===== config.mk =====
export PLATFORM = sky130hd
export DESIGN_NAME = dec_issue_ctrl
export DESIGN_NICKNAME = d
export VERILOG_FILES = /design/src/rtl/dec_issue_ctrl.sv
export SDC_FILE = /design/constraint.sdc
export NUM_CORES = 1
export LEC_CHECK = 0
export ABC_AREA = 1
export BUFFER_PORTS_ARGS = -buffer_cell sky130_fd_sc_hd__buf_2
export CORE_MARGIN = 5
export CORE_UTILIZATION = 45
export DETAILED_ROUTE_END_ITERATION = 7
export GPL_ROUTABILITY_DRIVEN = 0
export GPL_TIMING_DRIVEN = 0
export PLACE_DENSITY_LB_ADDON = 0.1
export SLEW_MARGIN = 20
export SYNTH_ARGS = -nofsm -noshare
export SYNTH_HDL_FRONTEND = slang
export SYNTH_SLANG_ARGS = --single-unit

===== constraint.sdc =====
create_clock -name clk -period 1.9 [get_ports clk]
set_input_delay 0.095 -clock clk [delete_from_list [all_inputs] [get_ports clk]]
set_output_delay 0.095 -clock clk [all_outputs]
set_load 0.02 [all_outputs]

===== src/rtl/dec_issue_ctrl.sv =====
// rtl/dec_issue_ctrl.sv - decode-stage issue sequencer (bubbles, two-word immediates, load-use, flush)
// Optional bubble counter output o_bubble_cnt enabled by `define BUBBLE_CNT_EN.
module dec_issue_ctrl #(
    parameter int IW    = 16,
    parameter int RW    = 3,
    parameter int CNT_W = 16
) (
    input  logic          clk,
    input  logic          rst,
    input  logic [IW-1:0] i_instr,
    input  logic          i_instr_valid,
    input  logic          i_has_immd,
    input  logic [RW-1:0] i_rsrc1,
    input  logic [RW-1:0] i_rsrc2,
    input  logic          i_use_src1,
    input  logic          i_use_src2,
    input  logic          i_ex_mem_read,
    input  logic [RW-1:0] i_ex_rdst,
    input  logic          i_flush,
    input  logic          i_mem_stall,
    output logic [IW-1:0] o_instr,
    output logic [IW-1:0] o_immd,
    output logic          o_bubble,
    output logic          o_buf_enable,
    output logic          o_pc_hold,
    output logic          o_fd_hold,
    output logic          o_state
`ifdef BUBBLE_CNT_EN
    ,
    output logic [CNT_W-1:0] o_bubble_cnt
`endif
);

    typedef enum logic {S_DEC = 1'b0, S_IMM = 1'b1} state_t;

    state_t        state_q, state_d;
    logic [IW-1:0] held_instr_q, held_instr_d;
    logic          hz;

    assign hz = i_ex_mem_read &
                ((i_use_src1 & (i_ex_rdst == i_rsrc1)) |
                 (i_use_src2 & (i_ex_rdst == i_rsrc2)));

    always_ff @(posedge clk or posedge rst) begin
        if (rst) begin
            state_q      <= S_DEC;
            held_instr_q <= '0;
        end else begin
            state_q      <= state_d;
            held_instr_q <= held_instr_d;
        end
    end

    always_comb begin
        state_d      = state_q;
        held_instr_d = held_instr_q;
        if (!i_mem_stall) begin
            if (i_flush) begin
                state_d = S_DEC;
            end else if (i_instr_valid && !hz) begin
                case (state_q)
                    S_DEC: begin
                        if (i_has_immd) begin
                            state_d      = S_IMM;
                            held_instr_d = i_instr;
                        end
                    end
                    default: state_d = S_DEC;
                endcase
            end
        end
    end

    // Default is a bubble; only a clean issue clears it.
    always_comb begin
        o_instr      = (state_q == S_IMM) ? held_instr_q : i_instr;
        o_immd       = (state_q == S_IMM) ? i_instr : '0;
        o_bubble     = 1'b1;
        o_buf_enable = 1'b1;
        o_pc_hold    = 1'b0;
        o_fd_hold    = 1'b0;
        o_state      = state_q;
        if (rst) begin
            o_instr = '0;
            o_immd  = '0;
            o_state = 1'b0;
        end else if (i_mem_stall) begin
            o_buf_enable = 1'b0;
            o_pc_hold    = 1'b1;
            o_fd_hold    = 1'b1;
        end else if (i_flush || !i_instr_valid) begin
            o_bubble = 1'b1;
        end else if (hz) begin
            o_pc_hold = 1'b1;
            o_fd_hold = 1'b1;
        end else if (state_q == S_DEC && i_has_immd) begin
            o_bubble = 1'b1;
        end else begin
            o_bubble = 1'b0;
        end
    end

`ifdef BUBBLE_CNT_EN
    logic [CNT_W-1:0] bubble_cnt_q;

    always_ff @(posedge clk or posedge rst) begin
        if (rst) begin
            bubble_cnt_q <= '0;
        end else if (o_bubble && o_buf_enable && (bubble_cnt_q != {CNT_W{1'b1}})) begin
            bubble_cnt_q <= bubble_cnt_q + CNT_W'(1);
        end
    end

    assign o_bubble_cnt = bubble_cnt_q;
`endif

endmodule


**After elaboration in Yosys (flattened, before gate mapping)**

Cells that the tools add are included.

- Equal/unequal tests: 2
- Mux-type cells: 20
- Bitwise logic cells: 7
- Reductions and logical operators: 8

Operators with widths:

| cell | number |
|---|---|
| $mux 16 | 4 |
| $mux 1 | 16 |
| $eq 3x3->1 | 2 |
| $reduce_and 5->1 | 1 |
| $and 1x1->1 | 3 |
| $not 1->1 | 3 |
| $logic_and 1x1->1 | 2 |
| $logic_not 1->1 | 2 |
| $reduce_and 2->1 | 1 |
| $reduce_bool 2->1 | 1 |
| $logic_or 1x1->1 | 1 |
| $or 1x1->1 | 1 |

- Register bits after elaboration: 17
- Input port bits: 34
- Output and inout port bits: 37
- Logic and storage cells: 39

**Logic depth before layout (Yosys ltp)**

- Word-level depth: 8
- Gate-level depth with buffers: 13
- Depth with buffers taken out: 12

**Worst setup path before layout**

OpenSTA, ideal clock, no wires.

- Path kind: in2out
- From: in rst
- To: out o_instr[10]
- Arrival time: 1.597 ns
- Required time: 1.805 ns
- Slack: 0.208 ns
- Stages on the path: 5
- Buffers on the path: 2
- Cell sequence: buf_2 > inv_1 > clkbuf_1 > o21ai_0 > nor2_1

- Longest elaborated chain between the ends: 1

RTL lines:

| what | RTL line | text |
|---|---|---|
| start, declared | 9 | `input logic rst,` |
| $mux 16 | 83 | `if (rst) begin` |
| end, declared | 21 | `output logic [IW-1:0] o_instr,` |

Every way passes these cells.

**Worst setup path in the final report**

- From: reg state_q
- To: out o_instr[14]

- Longest elaborated chain between the ends: 2

RTL lines:

| what | RTL line | text |
|---|---|---|
| start, declared | 36 | `state_t state_q, state_d;` |
| start signal, assigned | 49 | `state_q <= state_d;` |
| $mux 16 | 76 | `o_instr = (state_q == S_IMM) ? held_instr_q : i_instr;` |
| $mux 16 | 83 |  |

Every way passes these cells.

==> out/metrics.yaml <==
outcome:
  status: "complete, no violations"
sta:
  rsz0062_at_grt: "false"
  setup_viol: 0
  tightestPinTransition_ns: 0.558
  period_share_pct: 92.4
  max_freq_mhz: 570
  min_period_ns: 1.75
  worst_slack_ns: 0.145
  drv_slew: 0
  hold_violations: 0
  maxSlewHeadroom_pct: 62.8
  finClkSkew_ns: 0.0127
detailed_routing:
  first_pass_iters: 4
  drc: 0
  wl_met1_um: 1620
  wl_met3_um: 264
  drt_iter0_markers: 79
  routed_wl_um: 3630
  wire_per_inst_um: 11.6
  vias_per_cell: 4.80
  topRoutingLayerUsed: "met4"
  vias: 1503
  ant_nets: 0
  wl_met2_um: 1720
global_routing:
  grt_pass1_wl_um: 6210
  grt_usage_pct: 18.2
  grt-ovfl-total: 0
  grt_max_degree: 27
  antenna_found_initial: 0
  grt_pass1_vias: 1408
critical_path:
  cp.arrival_ns: 1.66
  crit_path_end_kind: "output port"
  crit_fanout: 10
  r2r_cells: 8
  startpoint: "state_q"
  r2r_start: "state_q"
  critPathKind: "register to output port"
  crit_required_ns: 1.80
  start_kind: "register"
yosys:
  synth_ff_type: "dfrtp_1"
  ys_warn_count: 0
  synth_cell_types: 18
  synth_fp_nets: 244
  synth_top_area_share_pct: 32.4
  synthCells: 210
  synthTopCellsByArea: "dfrtp_1 (32%), nor2_1 (16%), nand2_1 (15%)"
  yosysSeqAreaShare_pct: 32.4
  yosys.area.top_type: "dfrtp_1"
  synthArstFlopShare_pct: 100
  synth_edf_count: 0
  synth_seq_cells: 17
  synthesis.area_sq_um: 1310
  syn_area_per_cell_sq_um: 6.25
cts:
  htreeDepth: 1
  cts-buffers-inserted: 3
  cts_tree: "yes"
  cts_buffer_depth: 2
  clockRootBuffer: "clkbuf_4"
  path_clk_slew_ns: 0.11
  clock-sinks: 17
  clk_latency_ns: 0.30
power:
  leakagePower_nw: 1.05
  swShare_pct: 38.6
  switchingPower_w: 0.000412
  p_seq_share_pct: 44.7
  internal_power_w: 0.000657
  irDropWorstVdd_mv: 0.461
  combPwrFrac_pct: 36.7
  power.density_nw_per_um2: 621
  pwr-share-clk_pct: 18.6
worst_hold_path:
  hold_class: "input pin to register"
  hold-path-cell-count: 3
  hp-start: "i_instr[2]"
die:
  start_util_pct: 47.2
  dieArea_sq_um: 4100
  die_w_um: 64.0
  coreArea_sq_um: 2780
  die_h_um: 64.0
  num_io_pins: 71
  row_count: 19
job:
  cap_violations: 0
place:
  post-dp-hpwl_um: 2780
  port_buffers: 69
  place_ws_ns: 0.248
  place_area_sq_um: 1700
layout:
  n_antenna_cell: 0
  final_core_utilization_pct: 61.9
  drive_above_1_share_pct: 37.9
  area_growth_pct: 31.2
  postLayoutCellArea_sq_um: 1720
  final_nets: 317
[synthesized netlist by cell type, types with 2 or more instances]
cell type,count
buf_2,2
buf_4,2
clkbuf_1,5
dfrtp_1,17
inv_1,9
inv_2,2
nand2_1,54
nand2_2,20
nand2_4,2
nand3_1,18
nor2_1,56
o21ai_0,17
[worst max-delay path, stage by stage, from the launching register on]
cell	delay [ns]
dfrtp_1	0.35
buf_6	0.12
clkbuf_1	0.44
o21ai_0	0.18
nor2_1	0.12
buf_2	0.17
[power by group through the flow]
stage               registers (W)  logic (W)  clock network, W
floorplan                0.000476   0.000268                 0
global placement         0.000484   0.000391                 0
detailed placement       0.000484   0.000399                 0
CTS                      0.000478   0.000399          0.000206
global route             0.000487   0.000441          0.000231
finish                   0.000479   0.000392          0.000199
[state kept, by name (all words and copies together) (netlist names)]
name / flops
held_instr_q: 16
state_q: 1
[cells in the final DEF (no fill, tap or decap), drive strengths merged]
cell	synthesis	final
buf	7	76
clkbuf	5	7
clkinv	1	2
dfrtp	17	17
inv	12	12
nand2	76	76
nand3	18	18
nor2	56	56
nor3	1	1
o21ai	17	17
[worst paths after layout]
check | end | slack (ns)
max in group asynchronous | held_instr_q[6] | 1.25
worst min-delay path | held_instr_q[2] | 0.04
worst max-delay path | o_instr[14] | 0.15
min in group asynchronous | held_instr_q[3] | 0.27
worst min register to register | held_instr_q[1] | 0.49
worst max register to register | held_instr_q[9] | 0.31
[stage by stage]
step	instances	power (W)	TNS, ns	hold slack (ns)
final	313	0.00107	0	0.0447
after detailed placement	310	0.000883	0	0.357
after global placement	310	0.000875	-1.92	0.355
after global routing	313	0.00116	0	0.0367
after floorplan	210	0.000744	0	0.240
after CTS	314	0.00108	0	0.0343
[timing repair]
action                                  4_1_cts  5_1_grt
gates resized for setup                       0        0
setup buffers                                 0        0
endpoints found under the setup margin        0        1
hold buffers                                  0        0
[per-layer routing]
layer | vias to the layer above | track usage (%)
met3 | 2 | 4.73
met2 | 45 | 30.9
met4 | 0 | 3.12
met5 | - | 0
met1 | 665 | 23.4
li1 | 791 | -
[cell type report]
cell class | count | area (sq um)
Clock inverter | 1 | 5.00
Buffer | 11 | 76.3
Inverter | 13 | 56.3
Clock buffer | 3 | 22.5
Multi-Input combinational cell | 168 | 752
Tap cell | 31 | 38.8
Timing Repair Buffer | 69 | 345
Sequential cell | 17 | 425
Fill cell | 289 | 1060
[cells by family (layout without fill, tap and decap cells)]
family,after synthesis,after routing,share of synthesized area (%)
buf+inv,25,97,10.3
compound gates,17,17,6.48
flops,17,17,32.4
simple gates,151,151,50.8
Note: power is estimated with default switching activity, not from simulation.
